### config.mk
export PLATFORM = sky130hd
export DESIGN_NAME = fir_host_driver
export DESIGN_NICKNAME = d
export VERILOG_FILES = /design/src/rtl/fir_host_pkg.sv /design/src/rtl/fir_host_driver_fifo.sv /design/src/rtl/fir_host_driver.sv
export SDC_FILE = /design/constraint.sdc
export NUM_CORES = 1
export LEC_CHECK = 0
export ABC_CLOCK_PERIOD_IN_PS = 3600
export CAP_MARGIN = 20
export CORE_ASPECT_RATIO = 0.5
export CORE_MARGIN = 3
export CORE_UTILIZATION = 51
export DETAILED_ROUTE_END_ITERATION = 6
export GPL_ROUTABILITY_DRIVEN = 0
export PLACE_DENSITY = 0.75
export SETUP_SLACK_MARGIN = 0.5
export SYNTH_ARGS = -nofsm -noshare
export SYNTH_HDL_FRONTEND = slang
export SYNTH_SLANG_ARGS = --single-unit
### constraint.sdc
create_clock -name clk -period 3.6 [get_ports clk]
set_input_delay 0.9 -clock clk [delete_from_list [all_inputs] [get_ports clk]]
set_output_delay 0.9 -clock clk [all_outputs]
set_load 0.1 [all_outputs]
### src/rtl/fir_host_pkg.sv
// Shared types and sizes for the FIR core host driver.
package fir_host_pkg;

  localparam int NUM_COEFF = 4;
  localparam int WORD_W    = 16;

  typedef enum logic [2:0] {
    ST_IDLE    = 3'd0,
    ST_C_REQ   = 3'd1,
    ST_C_DONE  = 3'd2,
    ST_S_REQ   = 3'd3,
    ST_S_DONE  = 3'd4,
    ST_CAPTURE = 3'd5,
    ST_FAULT   = 3'd6
  } state_e;

  typedef enum logic [1:0] {
    FC_NONE         = 2'd0,
    FC_ACK_TIMEOUT  = 2'd1,
    FC_DONE_TIMEOUT = 2'd2,
    FC_CORE_ERR     = 2'd3
  } fault_code_e;

endpackage

### src/rtl/fir_host_driver_fifo.sv
// Synchronous sample FIFO; head is read straight from the storage registers.
module sample_fifo #(
  parameter int DEPTH = 8,
  parameter int W     = 16
) (
  input  logic         clk,
  input  logic         rst,
  input  logic         push_i,
  input  logic         pop_i,
  input  logic [W-1:0] data_i,
  output logic [W-1:0] head_o,
  output logic         full_o,
  output logic         empty_o
);

  localparam int AW = $clog2(DEPTH);
  localparam logic [AW:0] PTR_ONE = (AW + 1)'(1);

  logic [W-1:0] mem_q [DEPTH];
  logic [AW:0]  wr_ptr_q, wr_ptr_d;
  logic [AW:0]  rd_ptr_q, rd_ptr_d;
  logic         do_push, do_pop;

  assign empty_o = (wr_ptr_q == rd_ptr_q);
  assign full_o  = (wr_ptr_q[AW] != rd_ptr_q[AW]) &&
                   (wr_ptr_q[AW-1:0] == rd_ptr_q[AW-1:0]);
  // A pop on an empty FIFO is a no-op; a push into a full FIFO only lands if a pop frees a slot.
  assign do_pop  = pop_i && !empty_o;
  assign do_push = push_i && (!full_o || do_pop);
  assign head_o  = mem_q[rd_ptr_q[AW-1:0]];

  always_comb begin
    wr_ptr_d = wr_ptr_q;
    rd_ptr_d = rd_ptr_q;
    if (do_push) wr_ptr_d = wr_ptr_q + PTR_ONE;
    if (do_pop)  rd_ptr_d = rd_ptr_q + PTR_ONE;
  end

  always_ff @(posedge clk) begin
    if (rst) begin
      wr_ptr_q <= '0;
      rd_ptr_q <= '0;
    end else begin
      wr_ptr_q <= wr_ptr_d;
      rd_ptr_q <= rd_ptr_d;
      if (do_push) mem_q[wr_ptr_q[AW-1:0]] <= data_i;
    end
  end

endmodule

### src/rtl/fir_host_driver.sv
// Host-side initiator for the FIR core: sequences coefficient loads and samples through the
// load_coeff/data_ready/modwait handshake and captures each filtered result.
module fir_host_driver
  import fir_host_pkg::*;
#(
  parameter int DEPTH        = 8,
  parameter int ACK_TIMEOUT  = 16,
  parameter int DONE_TIMEOUT = 64
) (
  input  logic              clk,
  input  logic              rst,
  input  logic [WORD_W-1:0] coeff_in,
  input  logic              coeff_wr,
  input  logic [1:0]        coeff_idx,
  input  logic              coeff_go,
  input  logic [WORD_W-1:0] sample_in,
  input  logic              sample_wr,
  output logic              sample_full,
  output logic              sample_empty,
  output logic              sample_ovf,
  input  logic              fir_modwait,
  input  logic [WORD_W-1:0] fir_result,
  input  logic              fir_err,
  output logic [WORD_W-1:0] fir_sample_data,
  output logic [WORD_W-1:0] fir_coefficient,
  output logic              fir_data_ready,
  output logic              fir_load_coeff,
  output logic [WORD_W-1:0] result,
  output logic              result_valid,
  output logic              coeff_busy,
  output logic              fault,
  output logic [1:0]        fault_code,
  input  logic              clear_fault,
  output logic [2:0]        dbg_state_o
);

  // Handshake: the driver raises one strobe (load_coeff or data_ready) with its data held stable;
  // the core acknowledges by raising modwait, the strobe drops on that edge, and the transaction
  // completes when modwait falls. At most one transaction is outstanding at any time.

  localparam int TMAX = (ACK_TIMEOUT > DONE_TIMEOUT) ? ACK_TIMEOUT : DONE_TIMEOUT;
  localparam int TW   = $clog2(TMAX) + 1;
  localparam logic [TW-1:0] ACK_LAST  = TW'(ACK_TIMEOUT - 1);
  localparam logic [TW-1:0] DONE_LAST = TW'(DONE_TIMEOUT - 1);
  localparam logic [TW-1:0] T_ONE     = TW'(1);

  state_e            state_q;
  fault_code_e       fault_code_q;
  logic [TW-1:0]     timer_q;
  logic [1:0]        k_q;
  logic [WORD_W-1:0] coeff_q [NUM_COEFF];
  logic [WORD_W-1:0] coef_out_q, samp_out_q, result_q;
  logic              load_q, ready_q, result_valid_q, coeff_busy_q;
  logic              retry_q, fault_q, ovf_q;

  logic [WORD_W-1:0] fifo_head;
  logic              fifo_pop, fifo_full, fifo_empty;
  logic              in_req, in_done, ack_to, done_to, fault_hit;

  sample_fifo #(
    .DEPTH (DEPTH),
    .W     (WORD_W)
  ) u_fifo (
    .clk     (clk),
    .rst     (rst),
    .push_i  (sample_wr),
    .pop_i   (fifo_pop),
    .data_i  (sample_in),
    .head_o  (fifo_head),
    .full_o  (fifo_full),
    .empty_o (fifo_empty)
  );

  assign in_req    = (state_q == ST_C_REQ) || (state_q == ST_S_REQ);
  assign in_done   = (state_q == ST_C_DONE) || (state_q == ST_S_DONE);
  assign ack_to    = in_req && !fir_modwait && (timer_q == ACK_LAST);
  assign done_to   = in_done && fir_modwait && (timer_q == DONE_LAST);
  assign fault_hit = (state_q != ST_IDLE) && (state_q != ST_FAULT) &&
                     (fir_err || ack_to || done_to);
  // retry_q holds a popped sample whose request was never acknowledged; it is resent before the FIFO.
  assign fifo_pop  = (state_q == ST_IDLE) && !fir_modwait && !clear_fault &&
                     !coeff_busy_q && !retry_q;

  always_ff @(posedge clk) begin
    if (rst) begin
      state_q        <= ST_IDLE;
      fault_code_q   <= FC_NONE;
      timer_q        <= '0;
      k_q            <= '0;
      for (int i = 0; i < NUM_COEFF; i++) coeff_q[i] <= '0;
      coef_out_q     <= '0;
      samp_out_q     <= '0;
      result_q       <= '0;
      load_q         <= 1'b0;
      ready_q        <= 1'b0;
      result_valid_q <= 1'b0;
      coeff_busy_q   <= 1'b0;
      retry_q        <= 1'b0;
      fault_q        <= 1'b0;
      ovf_q          <= 1'b0;
    end else begin
      result_valid_q <= 1'b0;
      if (coeff_wr && !coeff_busy_q) coeff_q[coeff_idx] <= coeff_in;
      if (coeff_go && !coeff_busy_q && !fault_q) coeff_busy_q <= 1'b1;
      if (sample_wr && fifo_full && !fifo_pop) ovf_q <= 1'b1;

      if (clear_fault) begin
        state_q      <= ST_IDLE;
        fault_q      <= 1'b0;
        fault_code_q <= FC_NONE;
        ovf_q        <= 1'b0;
        load_q       <= 1'b0;
        ready_q      <= 1'b0;
        timer_q      <= '0;
      end else if (fault_hit) begin
        state_q      <= ST_FAULT;
        fault_q      <= 1'b1;
        fault_code_q <= fir_err ? FC_CORE_ERR : (ack_to ? FC_ACK_TIMEOUT : FC_DONE_TIMEOUT);
        load_q       <= 1'b0;
        ready_q      <= 1'b0;
        timer_q      <= '0;
      end else begin
        case (state_q)
          ST_IDLE: begin
            timer_q <= '0;
            if (!fir_modwait) begin
              if (coeff_busy_q) begin
                state_q    <= ST_C_REQ;
                k_q        <= 2'd0;
                load_q     <= 1'b1;
                coef_out_q <= coeff_q[0];
              end else if (retry_q) begin
                state_q <= ST_S_REQ;
                ready_q <= 1'b1;
              end else if (!fifo_empty) begin
                state_q    <= ST_S_REQ;
                ready_q    <= 1'b1;
                samp_out_q <= fifo_head;
                retry_q    <= 1'b1;
              end
            end
          end
          ST_C_REQ: begin
            if (fir_modwait) begin
              state_q <= ST_C_DONE;
              load_q  <= 1'b0;
              timer_q <= '0;
            end else begin
              timer_q <= timer_q + T_ONE;
            end
          end
          ST_C_DONE: begin
            if (!fir_modwait) begin
              timer_q <= '0;
              if (k_q == 2'd3) begin
                state_q      <= ST_IDLE;
                coeff_busy_q <= 1'b0;
              end else begin
                state_q    <= ST_C_REQ;
                k_q        <= k_q + 2'd1;
                load_q     <= 1'b1;
                coef_out_q <= coeff_q[k_q + 2'd1];
              end
            end else begin
              timer_q <= timer_q + T_ONE;
            end
          end
          ST_S_REQ: begin
            if (fir_modwait) begin
              state_q <= ST_S_DONE;
              ready_q <= 1'b0;
              retry_q <= 1'b0;
              timer_q <= '0;
            end else begin
              timer_q <= timer_q + T_ONE;
            end
          end
          ST_S_DONE: begin
            if (!fir_modwait) begin
              state_q <= ST_CAPTURE;
              timer_q <= '0;
            end else begin
              timer_q <= timer_q + T_ONE;
            end
          end
          ST_CAPTURE: begin
            result_q       <= fir_result;
            result_valid_q <= 1'b1;
            state_q        <= ST_IDLE;
            timer_q        <= '0;
          end
          ST_FAULT: timer_q <= '0;
          default:  state_q <= ST_IDLE;
        endcase
      end
    end
  end

  assign sample_full     = fifo_full;
  assign sample_empty    = fifo_empty;
  assign sample_ovf      = ovf_q;
  assign fir_sample_data = samp_out_q;
  assign fir_coefficient = coef_out_q;
  assign fir_data_ready  = ready_q;
  assign fir_load_coeff  = load_q;
  assign result          = result_q;
  assign result_valid    = result_valid_q;
  assign coeff_busy      = coeff_busy_q;
  assign fault           = fault_q;
  assign fault_code      = fault_code_q;
  assign dbg_state_o     = state_q;

endmodule

Yosys cells after proc, flatten, opt, wreduce, memory -nomap -nowiden
Memory sizes are Yosys's and may differ from the RTL's. A register that Yosys moved wholly into a read port is not among the register bits.
Cells that the tools add are included.

storage, ports and cells
  bits in registers = 61
  memory bits (writable) = 192
  input port bits = 58
  word-level logic and storage cells = 170
  output and inout bits = 61
  memories = 2

memory list
  memory        words  width  rd ports  clocked after Yosys merged registers in  write ports  line                        text
  u_fifo.mem_q  8      16     1         1                                        1            fir_host_driver_fifo.sv:19  logic [W-1:0] mem_q [DEPTH];
  coeff_q       4      16     2         0                                        4            fir_host_driver.sv:51       logic [WORD_W-1:0] coeff_q [NUM_COEFF];

operators by class
  muxes and demuxes = 60
  bitwise logic cells = 7
  equality and inequality tests = 30
  add/sub/neg operators = 4
  reduce and logical (&&, ||, !) cells = 51

operators by type and width
  operator                                                         number
  16-bit 2-to-1 mux                                                5
  16-bit one-hot mux with 2 select lines                           1
  1-bit 2-to-1 mux                                                 30
  7-bit AND reduction                                              4
  3-bit 2-to-1 mux                                                 9
  3-bit inequality test, second input constant                     7
  7-bit one-hot mux with 3 select lines                            1
  1-bit logical AND                                                18
  2-bit inequality test, second input constant                     9
  3-bit one-hot mux with 6 select lines                            1
  16-bit OR reduction                                              1
  2-bit 2-to-1 mux                                                 7
  7-bit 2-to-1 mux                                                 2
  6-bit AND reduction                                              2
  3-bit == test, second input constant                             3
  3-bit nonzero test                                               3
  4-bit by 1-bit adder with 4-bit output, second input constant    2
  1-bit logical NOT                                                8
  7-bit by 1-bit adder with 7-bit output, second input constant    1
  7-bit by 4-bit == test with 1-bit output, second input constant  1
  7-bit by 6-bit == test with 1-bit output, second input constant  1
  1-bit inverter                                                   7
  3-bit by 2-bit == test with 1-bit output, second input constant  2
  2-bit OR reduction                                               3
  17 further kinds                                                 24

Logic depth before layout (Yosys ltp)
  word-level depth = 11
  mapped depth = 9
  mapped depth without buffers = 6

Cells and area by module
Synthesis repeated with hierarchy kept, for this count alone.

unflattened totals
  cells, all modules = 805
  area, all modules = 11320.9 um^2

by module, submodules not included
  module           area an instance (um^2)  cells an instance  instances
  fir_host_driver  5841.9                   534                1
  sample_fifo      5479.0                   271                1

Worst setup path before layout
OpenSTA, ideal clock, no wires.

  path kind = register -> register
  start point = reg state_q[2], in the netlist dbg_state_o[2]
  end point = mem u_fifo.mem_q[5][0], enable pin
  buffers on the path = 3
  required time = 3.164 ns
  setup slack = -0.307 ns
  stages on the path, launching flop included = 8
  setup time = 0.436 ns
  arrival = 3.471 ns
  path through = dfxtp_1 > buf_6 > nor3_1 > and3_1 > buf_2 > o21ai_1 > buf_2 > nor4b_1

between the ends
  longest elaborated chain between the ends = 11

ends and longest elaborated chain
  what                                    line                        text
  start: declaration                      fir_host_driver.sv:47       state_e state_q;
  start signal: assignment                fir_host_driver.sv:86       state_q <= ST_IDLE;
  start signal: assignment                fir_host_driver.sv:108      state_q <= ST_IDLE;
  start signal: assignment                fir_host_driver.sv:116      state_q <= ST_FAULT;
  3-bit logical NOT                       fir_host_driver.sv:81       assign fifo_pop = (state_q == ST_IDLE) && !fir_modwait && !clear_fault &&
  1-bit logical AND (3 in a row)          fir_host_driver.sv:81
  1-bit logical AND                       fir_host_driver.sv:82       !coeff_busy_q && !retry_q;
  1-bit logical AND                       fir_host_driver_fifo.sv:28  assign do_pop = pop_i && !empty_o;
  1-bit logical OR                        fir_host_driver_fifo.sv:29  assign do_push = push_i && (!full_o || do_pop);
  1-bit logical AND                       fir_host_driver_fifo.sv:29
  1-bit 2-to-1 mux                        fir_host_driver_fifo.sv:46  if (do_push) mem_q[wr_ptr_q[AW-1:0]] <= data_i;
  1-bit 2-to-1 mux                        fir_host_driver_fifo.sv:40  if (rst) begin
  1-bit 2-to-1 mux (implied by the code)  fir_host_driver_fifo.sv:46
  end: declaration                        fir_host_driver_fifo.sv:19

Every way passes these cells.

Worst setup path in the final report
  start point = reg coef_out_q[12], in the netlist fir_coefficient[12]
  end point = out fir_coefficient[12]

RTL lines
  what                      line                    text
  start: declaration        fir_host_driver.sv:52   logic [WORD_W-1:0] coef_out_q, samp_out_q, result_q;
  start signal: assignment  fir_host_driver.sv:131  coef_out_q <= coeff_q[0];
  start signal: assignment  fir_host_driver.sv:162  coef_out_q <= coeff_q[k_q + 2'd1];
  end: declaration          fir_host_driver.sv:25   output logic [WORD_W-1:0] fir_coefficient,

No word-level cell between the ends.

==> reports/qor.txt <==
STATUS
-----------------------------------------------------------------------------
Result of the run                                                   completed

FLOORPLAN
-----------------------------------------------------------------------------
Die Wd                                                            214 microns
Rows                                                                       37
Core Footprint                                                    20900 sq um
Top-level I/O count                                                       119
Starting density of the core                                            0.528
Total Die Area                                                    23500 sq um
Height of the die                                                 110 microns

CELLS AND AREA
-----------------------------------------------------------------------------
Non-Filler Instances                                                     1191
Layout cell share with drive strength beyond 1                          0.194
# diodes                                                                    0
Count of nets after finishing                                             944
Commonest cells after routing, fill and taps aside               192 x sky130_fd_sc_hd__edfxtp_1, 84 x sky130_fd_sc_hd__clkdlybuf4s50_1, 75 x sky130_fd_sc_hd__dfxtp_1
Synth-to-layout area growth                                             20.2%
Layout Cell Area excl Fill                                        13300 sq um
Most common cell after layout, fill and taps aside               sky130_fd_sc_hd__edfxtp_1

STA
-----------------------------------------------------------------------------
Min Clock Period, post-route                                          2.95 ns
Worst slew margin relative to its limit                                 0.338
Unrepaired setup endpoints after global routing                         false
Final-report hold violation count                                           0
Measured slew at the worst slew-check pin                            0.990 ns
Maximum operating frequency                                           339 MHz
Finish-stage setup viols                                                    0
Final worst clock skew                                              0.0186 ns
Final Slew Violations                                                       0
Final period utilization                                                0.819

DETAILED ROUTING
-----------------------------------------------------------------------------
Vias per Instance                                                        5.54
First drt pass iteration count                                              5
Wire length per cell after detailed routing                      19.3 microns
Final WL                                                         23000 microns
Via count of the routed design                                           6595
Post-detailed-route DRC marker count                                        0
Antenna Violating Nets Remaining                                            0
Drt initial violations                                                    530

POWER
-----------------------------------------------------------------------------
Combinational fraction of design power                                  0.101
Power Internal                                                        5.00 mW
Largest voltage drop on the vdd net                                    301 uV
Switching power share of the total                                      0.238
Share of total power in sequential cells                                0.527
Switching Power                                                       1.56 mW
Pwr per Cell Area                                                 494 nW/um^2
Leakage dissipation                                                   4.58 nW
Clock network power share                                               0.372

CRITICAL PATH
-----------------------------------------------------------------------------
Largest stage delay, worst path                                       1.15 ns
WP buf/inv                                                                  1
Nature of the critical path endpoint                              output port
Kind of critical path                                              reg -> out
Critical path required time                                           2.70 ns
Worst-path maximum fanout                                                   2
Arrival time at the worst endpoint                                    2.05 ns
Kind of cell adding the most delay to the critical path          buffers and inverters
Worst path slowest cell                                          sky130_fd_sc_hd__clkdlybuf4s50_1
Critical path startpoint category                                        flop
Cells along the critical path                                    clkdlybuf4s50_1

CLOCKING
-----------------------------------------------------------------------------
Number of clock buffers inserted by TritonCTS                              23
Post-cts hold buffer count                                                  0
Latest clock arrival within the worst-skew pair                       0.53 ns
Cell at the root of the clock tree                               sky130_fd_sc_hd__clkbuf_16
H-tree levels                                                               1
CTS tree                                                                built
Clk sink count                                                            269
Clk pin slew, worst setup/hold paths                                  0.07 ns
Longest Clk Path Bufs                                                       3

YOSYS
-----------------------------------------------------------------------------
Total number of yosys warnings                                              0
Average cell area after synthesis                                  14.5 sq um
Portion of the post-synthesis area used by sequential elements          0.662
Share of synthesized registers carrying an async set or reset               0
Synth top area share                                                    0.523
Dominant cell type by area after synthesis                       sky130_fd_sc_hd__edfxtp_1
Dominant cells by area after synthesis                           sky130_fd_sc_hd__edfxtp_1 52%, sky130_fd_sc_hd__dfxtp_1 14%, sky130_fd_sc_hd__mux4_2 6.5%
Post-synth EDFFs                                                          192
Post-synth net total                                                      821
Dominant register cell in the synthesized netlist                sky130_fd_sc_hd__edfxtp_1
Gate Count Post-Synth                                                     759
Synth Cell Area                                                   11000 sq um
Number of flip-flops and latches in the synthesized netlist               269
Number of distinct library cells after synthesis                           58

GLOBAL ROUTE
-----------------------------------------------------------------------------
Initial antenna violation count                                             0
First-pass GRT wire length                                       36400 microns
Via count of the first global-routing pass                               6642
Overall overflow remaining after global route                               0
Largest net degree at the start of global routing                          38
All-layer global routing usage                                          0.197

PLACE
-----------------------------------------------------------------------------
Detail Placement HPWL                                            14500 microns
Placed Instances                                                         1149
Cell area reported after detailed placement                       12500 sq um
Port Buffers                                                              118

RUN
-----------------------------------------------------------------------------
Max Cap Viol                                                                0

HOLD PATH
-----------------------------------------------------------------------------
Min-Delay Path Class                                               reg -> reg

## power by group through the flow
| stage | Sequential [mW] | Clock (mW) | Combinational (mW) |
|---|---|---|---|
| after floorplan | 3.66 | 0 | 0.299 |
| after global placement | 3.52 | 0 | 0.652 |
| after detailed placement | 3.52 | 0 | 0.664 |
| after CTS | 3.45 | 2.51 | 0.668 |
| after global routing | 3.46 | 2.64 | 0.709 |
| final | 3.45 | 2.44 | 0.662 |
## kinds of logic after synthesis
| family | after synthesis | synth area share |
|---|---|---|
| xor gates and xnor gates | 16 | 0.0127 |
| muxes | 85 | 0.115 |
| AOI/OAI and AO/OA | 102 | 0.0655 |
| DFF | 269 | 0.662 |
| adders and majority gates | 4 | 0.00454 |
| buffers and inverters | 59 | 0.0276 |
| and+or+nand+nor | 224 | 0.112 |
## layer usage
layer  GRT usage  vias to the layer above  wire length (microns)
met5           0                        -                      0
met4      0.0444                        0                    462
met3      0.0364                       37                   1300
met2       0.348                      176                  11400
met1       0.260                     3286                   9800
li1            -                     3096                      -
## Yosys cell counts, types with 6 or more instances
cell type	instances
sky130_fd_sc_hd__a211o_1	16
sky130_fd_sc_hd__nand3_1	6
sky130_fd_sc_hd__mux2_2	17
sky130_fd_sc_hd__mux4_2	32
sky130_fd_sc_hd__inv_1	11
sky130_fd_sc_hd__nand2_1	28
sky130_fd_sc_hd__a211oi_2	8
sky130_fd_sc_hd__and2_1	68
sky130_fd_sc_hd__o22ai_1	16
sky130_fd_sc_hd__buf_6	7
sky130_fd_sc_hd__dfxtp_1	77
sky130_fd_sc_hd__xor2_1	10
sky130_fd_sc_hd__clkbuf_1	21
sky130_fd_sc_hd__xnor2_1	6
sky130_fd_sc_hd__a211oi_1	8
sky130_fd_sc_hd__edfxtp_1	192
sky130_fd_sc_hd__and3_1	6
sky130_fd_sc_hd__buf_2	15
sky130_fd_sc_hd__mux2i_1	36
sky130_fd_sc_hd__a21oi_1	31
sky130_fd_sc_hd__nor2_1	69
## worst register-to-register path: stages, from the launching register on
cell and delay [ns]:
sky130_fd_sc_hd__dfxtp_1 0.78, sky130_fd_sc_hd__xor2_1 0.21, sky130_fd_sc_hd__o21ai_2 0.31, sky130_fd_sc_hd__nand4_4 0.45, sky130_fd_sc_hd__or3b_1 0.51, sky130_fd_sc_hd__a21oi_1 0.15
## state kept, by name, summed over array words and instances (netlist names)
register / cells
u_fifo.mem_q: 128
coeff_q: 64
fir_coefficient: 16
fir_sample_data: 16
result: 16
timer_q: 7
u_fifo.rd_ptr_q: 4
u_fifo.wr_ptr_q: 4
dbg_state_o: 3
fault_code: 2
k_q: 2
coeff_busy: 1
fault: 1
fir_data_ready: 1
fir_load_coeff: 1
result_valid: 1
retry_q: 1
sample_ovf: 1
## through the flow
step,util,hold WS [ns],power (mW),worst slack [ns],setup TNS (ns)
2_1_floorplan,-,0.436,3.96,-0.146,-7.69
3_3_place_gp,0.600,0.439,4.17,0.472,0
3_5_place_dp,0.600,0.445,4.19,0.386,0
4_1_cts,0.635,0.454,6.63,0.631,0
5_1_grt,0.635,0.468,6.81,0.519,0
6_report,0.635,0.453,6.56,0.653,0
## final cells by class
type / instances / area [sq um]
Clock buffer: 38 / 674
Clock inverter: 4 / 58.8
Fill cell: 1586 / 7610
Inverter: 11 / 41.3
Multi-Input combinational cell: 431 / 3490
Sequential cell: 269 / 7310
Tap cell: 292 / 365
Timing Repair Buffer: 146 / 1330
## worst paths after layout
kind | start | end | slack (ns) | cells past startpoint
worst max-delay path | fir_coefficient[12] | fir_coefficient[12] | 0.65 | 1
worst min-delay path | fir_coefficient[6] | fir_coefficient[6] | 0.45 | 2
worst max register to register | dbg_state_o[2] | k_q[1] | 1.12 | 5
worst min register to register | fir_coefficient[6] | fir_coefficient[6] | 0.45 | 2
## timing repair
item / 4_1_cts / 5_1_grt
setup buffers: 0 / 0
resized for setup: 0 / 1
setup endpoints to repair: 0 / 1
Note: power is estimated with default switching activity, not from simulation.
